### config.mk
export PLATFORM = sky130hd
export DESIGN_NAME = axi4_id_inflight_queues
export DESIGN_NICKNAME = d
export VERILOG_FILES = /design/src/rtl/axi4_id_inflight_queues.sv
export SDC_FILE = /design/constraint.sdc
export NUM_CORES = 1
export LEC_CHECK = 0
export ABC_AREA = 1
export BUFFER_PORTS_ARGS = -buffer_cell sky130_fd_sc_hd__buf_4
export CORE_MARGIN = 2
export CORE_UTILIZATION = 45
export CTS_CLUSTER_SIZE = 24
export DETAILED_ROUTE_END_ITERATION = 16
export GPL_ROUTABILITY_DRIVEN = 0
export GPL_TIMING_DRIVEN = 0
export PLACE_DENSITY = 0.72
export SYNTH_ARGS = -nofsm -noshare
export SYNTH_HDL_FRONTEND = slang
export SYNTH_SLANG_ARGS = --single-unit
### constraint.sdc
create_clock -name clock -period 2.7 [get_ports clock]
set_clock_uncertainty 0.15 [all_clocks]
set_input_delay 0.675 -clock clock [delete_from_list [all_inputs] [get_ports clock]]
set_output_delay 0.675 -clock clock [all_outputs]
set_load 0.02 [all_outputs]
### src/rtl/axi4_id_inflight_queues.sv
// ============================================================================
// axi4_id_inflight_queues
//
// Per-ID bank of in-flight tracking FIFOs for one AXI4 response channel.
// Each accepted request pushes its tag into the FIFO selected by its ID.
// Each transaction-ending response pops the head of the FIFO for its ID.
// A response whose ID has nothing queued is an orphan. An orphan raises a
// one-cycle error pulse on the following cycle and sets a sticky flag.
//
// Ports:
//   clock        rising-edge clock
//   reset        synchronous, active-high reset
//   req_valid    request issued upstream
//   req_ready    request may be accepted (combinational)
//   req_id       request ID
//   req_tag      tag stored with the request
//   rsp_valid    response completing a transaction (last beat)
//   rsp_id       response ID
//   rsp_hit      response matched a queued entry this cycle (combinational)
//   rsp_tag      head tag of rsp_id, 0 unless rsp_hit
//   id_nonempty  per-ID "holds at least one entry" (registered)
//   id_full      per-ID "holds DEPTH entries" (registered)
//   err_valid    pulse: the previous cycle had an orphan response
//   err_id       ID of the most recent orphan response
//   err_sticky   set on the first orphan, held until reset
// ============================================================================
module axi4_id_inflight_queues #(
    parameter int NUM_IDS = 8,
    parameter int ID_W    = 4,
    parameter int DEPTH   = 4,
    parameter int TAG_W   = 8
) (
    input  logic               clock,
    input  logic               reset,
    input  logic               req_valid,
    output logic               req_ready,
    input  logic [ID_W-1:0]    req_id,
    input  logic [TAG_W-1:0]   req_tag,
    input  logic               rsp_valid,
    input  logic [ID_W-1:0]    rsp_id,
    output logic               rsp_hit,
    output logic [TAG_W-1:0]   rsp_tag,
    output logic [NUM_IDS-1:0] id_nonempty,
    output logic [NUM_IDS-1:0] id_full,
    output logic               err_valid,
    output logic [ID_W-1:0]    err_id,
    output logic               err_sticky
);

    localparam int PTR_W = $clog2(DEPTH);
    localparam int CNT_W = PTR_W + 1;

    // ------------------------------------------------------------------
    // State
    // ------------------------------------------------------------------
    logic [PTR_W-1:0]   head_q [NUM_IDS];
    logic [PTR_W-1:0]   head_d [NUM_IDS];
    logic [PTR_W-1:0]   tail_q [NUM_IDS];
    logic [PTR_W-1:0]   tail_d [NUM_IDS];
    logic [CNT_W-1:0]   cnt_q  [NUM_IDS];
    logic [CNT_W-1:0]   cnt_d  [NUM_IDS];
    logic [TAG_W-1:0]   mem_q  [NUM_IDS][DEPTH];

    logic [NUM_IDS-1:0] nonempty_q, nonempty_d;
    logic [NUM_IDS-1:0] full_q, full_d;

    logic               err_valid_q, err_valid_d;
    logic [ID_W-1:0]    err_id_q, err_id_d;
    logic               err_sticky_q, err_sticky_d;

    // ------------------------------------------------------------------
    // ID decode
    // One-hot selects; an ID at or above NUM_IDS decodes to all-zero,
    // which makes it never ready and never a hit.
    // ------------------------------------------------------------------
    logic [NUM_IDS-1:0] req_sel;
    logic [NUM_IDS-1:0] rsp_sel;

    always_comb begin
        req_sel = '0;
        rsp_sel = '0;
        for (int unsigned i = 0; i < NUM_IDS; i++) begin
            if (req_id == ID_W'(i)) req_sel[i] = 1'b1;
            if (rsp_id == ID_W'(i)) rsp_sel[i] = 1'b1;
        end
    end

    // ------------------------------------------------------------------
    // Handshake, lookup and push/pop strobes
    // ------------------------------------------------------------------
    logic [TAG_W-1:0]   head_tag;
    logic [NUM_IDS-1:0] push_vec;
    logic [NUM_IDS-1:0] pop_vec;
    logic               orphan;

    always_comb begin
        // Readiness and hit use the registered flags. A full FIFO therefore
        // cannot accept a push in the same cycle as it pops. An empty FIFO
        // cannot satisfy a response in the same cycle as it is pushed.
        req_ready = !reset && |(req_sel & ~full_q);
        rsp_hit   = !reset && rsp_valid && |(rsp_sel & nonempty_q);

        head_tag = '0;
        for (int unsigned i = 0; i < NUM_IDS; i++) begin
            if (rsp_sel[i]) head_tag = mem_q[i][head_q[i]];
        end
        rsp_tag = rsp_hit ? head_tag : '0;

        push_vec = {NUM_IDS{req_valid && req_ready}} & req_sel;
        pop_vec  = {NUM_IDS{rsp_hit}} & rsp_sel;
        orphan   = !reset && rsp_valid && !rsp_hit;
    end

    // ------------------------------------------------------------------
    // Next-state for pointers, counts and flags
    // ------------------------------------------------------------------
    always_comb begin
        for (int unsigned i = 0; i < NUM_IDS; i++) begin
            head_d[i] = head_q[i];
            tail_d[i] = tail_q[i];
            cnt_d[i]  = cnt_q[i];

            if (pop_vec[i])  head_d[i] = head_q[i] + PTR_W'(1);
            if (push_vec[i]) tail_d[i] = tail_q[i] + PTR_W'(1);

            case ({push_vec[i], pop_vec[i]})
                2'b10:   cnt_d[i] = cnt_q[i] + CNT_W'(1);
                2'b01:   cnt_d[i] = cnt_q[i] - CNT_W'(1);
                default: cnt_d[i] = cnt_q[i];
            endcase
        end

        nonempty_d = '0;
        full_d     = '0;
        for (int unsigned i = 0; i < NUM_IDS; i++) begin
            nonempty_d[i] = (cnt_d[i] != '0);
            full_d[i]     = (cnt_d[i] == CNT_W'(DEPTH));
        end

        err_valid_d  = orphan;
        err_id_d     = orphan ? rsp_id : err_id_q;
        err_sticky_d = err_sticky_q || orphan;
    end

    // ------------------------------------------------------------------
    // Registers
    // ------------------------------------------------------------------
    always_ff @(posedge clock) begin
        if (reset) begin
            for (int unsigned i = 0; i < NUM_IDS; i++) begin
                head_q[i] <= '0;
                tail_q[i] <= '0;
                cnt_q[i]  <= '0;
            end
            nonempty_q   <= '0;
            full_q       <= '0;
            err_valid_q  <= 1'b0;
            err_id_q     <= '0;
            err_sticky_q <= 1'b0;
        end else begin
            for (int unsigned i = 0; i < NUM_IDS; i++) begin
                head_q[i] <= head_d[i];
                tail_q[i] <= tail_d[i];
                cnt_q[i]  <= cnt_d[i];
            end
            nonempty_q   <= nonempty_d;
            full_q       <= full_d;
            err_valid_q  <= err_valid_d;
            err_id_q     <= err_id_d;
            err_sticky_q <= err_sticky_d;
        end
    end

    // Tag storage is not reset. push_vec is already suppressed during reset
    // through req_ready.
    always_ff @(posedge clock) begin
        for (int unsigned i = 0; i < NUM_IDS; i++) begin
            if (push_vec[i]) mem_q[i][tail_q[i]] <= req_tag;
        end
    end

    assign id_nonempty = nonempty_q;
    assign id_full     = full_q;
    assign err_valid   = err_valid_q;
    assign err_id      = err_id_q;
    assign err_sticky  = err_sticky_q;

endmodule

* Yosys cells after proc, flatten, opt, wreduce, memory -nomap -nowiden
Memories as Yosys holds them, arrays and structs flattened.
Index checks and enable logic that the tools add are counted.
** Operators by class
- $add $sub $neg :: 32
- $mul :: 0
- Divide/modulo/power cells :: 0
- Order comparisons :: 24
- Equal/unequal tests :: 38
- Shift-type cells :: 0
- Mux-type cells :: 153
- Bitwise logic cells :: 45
- Reduce and logical (&&, ||, !) cells :: 35
** Operator list (number)
- 32-bit 2-to-1 mux :: 22
- 8-bit 2-to-1 mux :: 33
- 32-bit OR reduction :: 7
- 8-bit binary-select mux with 2-bit select :: 8
- 8-bit demux with 2-bit select :: 8
- 2-bit 2-to-1 mux :: 32
- 3-bit >= comparator (second input constant) :: 16
- 2-bit inverter with 3-bit output :: 16
- 3-bit case mux with 2 select lines :: 8
- 3-bit 2-to-1 mux :: 15
- 2-bit by 1-bit adder with 2-bit output (second input constant) :: 16
- 8-bit bitwise AND :: 4
- 4-bit by 3-bit equality test with 1-bit output (second input constant) :: 8
- 1-bit 2-to-1 mux :: 27
- 3-bit by 1-bit adder with 3-bit output (second input constant) :: 8
- 3-bit equality test (second input constant) :: 8
- 3-bit by 1-bit < comparator with 1-bit output (second input constant) :: 8
- 1-bit bitwise OR :: 24
- 3-bit nonzero test :: 8
- 3-bit by 1-bit subtractor with 3-bit output (second input constant) :: 8
- 2-bit by 1-bit equality test with 1-bit output (second input constant) :: 8
- 2-bit equality test (second input constant) :: 8
- 4-bit by 2-bit equality test with 1-bit output (second input constant) :: 4
- 8-bit OR reduction :: 2
- other kinds (6) :: 21
** Storage, ports and cells
- Flip-flop bits (word level) :: 22
- Bits in latches :: 0
- RAM bits :: 312
- Memory bits (read-only) :: 0
- Input bits :: 20
- Output and inout port bits :: 32
- Word-level logic and storage cells :: 336
- Memories :: 4
** Memory list
- mem_q :: depth 8, width 32, read ports 8, clocked after Yosys merged registers in 0, write ports 1, line 62 : logic [TAG_W-1:0] mem_q [NUM_IDS][DEPTH];
- cnt_q :: depth 8, width 3, read ports 8, clocked after Yosys merged registers in 0, write ports 8, line 60 : logic [CNT_W-1:0] cnt_q [NUM_IDS];
- head_q :: depth 8, width 2, read ports 8, clocked after Yosys merged registers in 0, write ports 8, line 56 : logic [PTR_W-1:0] head_q [NUM_IDS];
- tail_q :: depth 8, width 2, read ports 8, clocked after Yosys merged registers in 0, write ports 8, line 58 : logic [PTR_W-1:0] tail_q [NUM_IDS];

* Logic depth before layout (Yosys ltp)
- Word-level depth :: 17
- Mapped depth :: 18
- Mapped depth without buffers :: 18

* Least setup slack after synthesis
No wires, ideal clock.
- Kind :: input -> register
- Start :: in req_id[0]
- End :: reg nonempty_q[1] (netlist: id_nonempty[1])
- Setup time :: 0.115 ns
- Arrival time :: 2.523 ns
- Required time :: 2.435 ns
- Setup slack :: -0.089 ns
- Stages :: 14
- Buffers on the path :: 1
- Cells stage by stage :: buf_6 nor2_1 nand3b_1 nand2_2 nor2_4 nand2_8 nand4_4 ha_1 fa_1 a21oi_1 o21ai_0 xnor2_1 nand2_1 nand2_1
** On the way
- Cells in the longest elaborated chain, start to end :: 10
- Elaborated cells on any way between the ends :: 25
- Those cells by class :: eq/ne: 9; mux: 9; bitwise: 2; reduce/logical: 5
** RTL lines
- from (decl) :: line 37 : input logic [ID_W-1:0] req_id,
- 4-bit by 1-bit equality test with 1-bit output, or another cell as far along :: line 83 : if (req_id == ID_W'(i)) req_sel[i] = 1'b1;
- 1-bit 2-to-1 mux :: line 83
- 8-bit bitwise AND :: line 100 : req_ready = !reset && |(req_sel & ~full_q);
- 8-bit OR reduction :: line 100
- 1-bit logical AND :: line 100
- 1-bit logical AND :: line 109 : push_vec = {NUM_IDS{req_valid && req_ready}} & req_sel;
- 8-bit bitwise AND * :: line 109
- 2-bit by 1-bit equality test with 1-bit output / 2-bit equality test (equally long branches) :: line 126 : case ({push_vec[i], pop_vec[i]})
- 3-bit case mux with 2 select lines * :: line 126
- 3-bit nonzero test * :: line 136 : nonempty_d[i] = (cnt_d[i] != '0);
- to (signal assigned) :: line 166 : nonempty_q <= nonempty_d;
- to (decl) :: line 64 : logic [NUM_IDS-1:0] nonempty_q, nonempty_d;
Mark *: on every way between the ends. The rest lies on a longest branch, timed or not.
A chain may end at the register's enable or synchronous reset.

==> results.json <==
{
  "grt_first_pass_wirelength_mm": 53.94,
  "grt_setup_unrepaired": "yes",
  "detailedRoute.firstIterationViolations": 875,
  "mappedNetlistNets": 1506,
  "gr-total-overflow": 0,
  "ff2ff_setup_slack_ps": 190,
  "layout_commonest_cell": "sky130_fd_sc_hd__nand2_1",
  "worstReg2RegEnd": "id_full[4]$_SDFF_PP0_",
  "timing.critical_path.fanout_max": 7,
  "max-vdd-ir-drop_mv": 0.6186,
  "die_width_um": 185.6,
  "clk_pin_slew_ps": 60,
  "finish.instance_area_um2": 18390,
  "via_count_of_the_first_global_routing_pass": 10142,
  "status": "finished, violations left",
  "holdBufCountCts": 0,
  "clock-root-buffer": "sky130_fd_sc_hd__clkbuf_16",
  "setup-violations-final": 8,
  "place.detailed.instances": 1927,
  "design.die.area_um2": 34460,
  "synthesis.instances": 1438,
  "final_layout_size_suffix_gt1_frac": 0.2448,
  "post_drt_via_cell_ratio": 5.148,
  "floorplan.io_pins": 52,
  "grt_start_max_net_pins": 33,
  "placedInstanceArea_um2": 15890,
  "wl_mm": 35.20,
  "worst_hold_path_type": "input port to flop",
  "cts.sink_count": 334,
  "endpoint_kind": "output port",
  "layout_common_cells": "sky130_fd_sc_hd__nand2_1, sky130_fd_sc_hd__edfxtp_1, sky130_fd_sc_hd__nor2_1",
  "synth.largest_area_cell": "sky130_fd_sc_hd__edfxtp_1",
  "post_synth_main_area_contributors": "sky130_fd_sc_hd__edfxtp_1, sky130_fd_sc_hd__dfxtp_1, sky130_fd_sc_hd__nand2_1, sky130_fd_sc_hd__nand3_1, sky130_fd_sc_hd__nor2_1",
  "antennaDiodeCount": 0,
  "post_layout_nonfiller_instances": 2039,
  "routed_wl_per_cell_um": 17.26,
  "initial_core_util": 0.4563,
  "die_height_um": 185.6,
  "synth_area_per_cell_um2": 10.32,
  "distinct_cell_type_count_of_the_synthesized_netlist": 36,
  "tritoncts": "yes",
  "reg_to_reg_critical_path_startpoint": "id_nonempty[7]$_SDFF_PP0_",
  "syn-cell-area_um2": 14850,
  "placement_rows": 66,
  "whs_path_depth": 3,
  "arrival_ps": 2030,
  "design.core.area_um2": 32540,
  "timing.critical_path.required_ps": 1880,
  "finalNetCount": 1639,
  "maxClockFrequency_mhz": 350.0,
  "place.port_buffers": 47,
  "yosys.area.top_type_share": 0.5178,
  "hpwlAfterDp_mm": 21.94,
  "finalMaxSlewViolations": 0,
  "finalSetupTns_ps": -1036,
  "finalHoldWorstSlack_ps": 305.7,
  "area.growth.synth_to_final_pct": 23.86,
  "ys_ff_latch": 334,
  "ctsHtreeMaxLevel": 2,
  "failed_checks": "setup timing",
  "synthesis.yosys.warnings": 0,
  "timing.slew.headroom": 0.3973,
  "worst_pin_slew_ps": 900.7,
  "utilization": 0.5652,
  "power.density_cell_area_nw_per_um2": 589.5,
  "track_usage": 0.2033,
  "dr.pass1.iters": 5,
  "worstRegToRegCells": 15,
  "hold_start": "rsp_id[3]",
  "dr_total_vias": 10497,
  "timing.final.ws_setup_ps": -156.8,
  "timing.hold.worst_endpoint": "err_id[3]$_SDFFE_PP0P_",
  "finalHoldViolations": 0,
  "clk_path_buf_depth": 3,
  "timing.final.crit_period_ps": 2857,
  "cts_buffers": 34,
  "drv.max_cap_violation_count": 0,
  "drc_errors": 0,
  "placement.setup.worst_slack_ps": -515.9,
  "drtAntennaViolNets": 0,
  "ys_seq_area_frac": 0.6230,
  "power.leakage_nw": 7.402,
  "clkLatencyLatePin_ps": 500,
  "timing_worst_setup_path_type": "flop to output port",
  "grt_antenna_before_repair": 0,
  "totalPowerFinal_mw": 10.84,
  "critical_path.startpoint_type": "flop",
  "final.period_utilization": 1.058
}
## critical path, cell delays in order, from the launching register on
cell	delay [ps]
sky130_fd_sc_hd__dfxtp_4	420
sky130_fd_sc_hd__buf_8	140
sky130_fd_sc_hd__buf_8	120
sky130_fd_sc_hd__nand2_1	70
sky130_fd_sc_hd__nand3_2	80
sky130_fd_sc_hd__nand3_2	90
sky130_fd_sc_hd__nand3_2	80
sky130_fd_sc_hd__nor2_1	40
sky130_fd_sc_hd__nand2_1	100
sky130_fd_sc_hd__nand2_2	70
sky130_fd_sc_hd__a21oi_2	160
sky130_fd_sc_hd__buf_6	140
## how the worst max path moves through the flow
stage,startpoint,end,slack [ps]
floorplan,req_id[0],id_nonempty[0]$_SDFF_PP0_,0.7
global placement,rsp_id[3],id_nonempty[2]$_SDFF_PP0_,-490
detailed placement,rsp_id[3],id_nonempty[3]$_SDFF_PP0_,-520
CTS,head_q[0][2]$_SDFFE_PP0P_,rsp_tag[7],-210
global route,head_q[0][7]$_SDFFE_PP0P_,rsp_tag[7],-270
finish,head_q[0][2]$_SDFFE_PP0P_,rsp_tag[7],-160
## power breakdown
| group | leakage [nW] | internal [mW] | switching, mW |
|---|---|---|---|
| clock | 0.577 | 3.01 | 1.89 |
| combinational | 3.89 | 0.117 | 0.285 |
| sequential | 2.93 | 5.53 | 0.00738 |
| total | 7.40 | 8.66 | 2.18 |
## state kept, by name, summed over array words and instances, names as in the netlist
signal       flops
mem_q          256
id_full          8
tail_q          16
cnt_q           24
err_valid        1
id_nonempty      8
head_q          16
err_id           4
err_sticky       1
## timing repair
action / CTS / global route
pin swaps: 54 / 60
gates cloned: 4 / 1
setup endpoints to repair: 11 / 32
gates resized for setup: 168 / 108
buffers inserted: 24 / 23
## layout make-up
class	instances	area, um^2
fill	2631	14150
sequential	334	9259
multi-input combinational	886	5404
clock buffer	50	1025
timing repair buffer	99	849.6
inverter	165	703.2
tap	442	553.0
buffer	51	441.7
clock inverter	12	153.9
## cell usage after synthesis, drive strengths merged
| cell type | number |
|---|---|
| nand2 | 363 |
| edfxtp | 256 |
| nor2 | 177 |
| inv | 158 |
| nand3 | 144 |
| dfxtp | 78 |
| o21ai | 44 |
| buf | 42 |
| ha | 40 |
| a21oi | 30 |
| nand4 | 19 |
| xnor2 | 16 |
| clkbuf | 11 |
| o221ai | 10 |
| fa | 8 |
| xor2 | 8 |
| clkinv | 7 |
| mux2i | 6 |
| nor3 | 6 |
| nand3b | 5 |
| o21bai | 5 |
| o221a | 3 |
| o22ai | 2 |
## metal layers
metal	share of wire	vias to the layer above	global-route usage	wire length, um
li1	-	5018	-	-
met1	0.42	5020	0.2723	14770
met2	0.49	392	0.3413	17200
met3	0.065	67	0.02680	2293
met4	0.026	0	0.07055	930
met5	0	-	0	0
## kinds of logic (layout without fill, tap and decap cells)
family | Yosys count | count (layout) | share of synthesized area
and+or+nand+nor | 714 | 714 | 0.2163
DFF | 334 | 334 | 0.6230
buffers and inverters | 218 | 377 | 0.06101
AOI/OAI and AO/OA | 94 | 94 | 0.03700
adders and majority gates | 48 | 48 | 0.04450
xor gates and xnor gates | 24 | 24 | 0.01416
muxes | 6 | 6 | 0.004045
(Power assumes the default switching activity.)
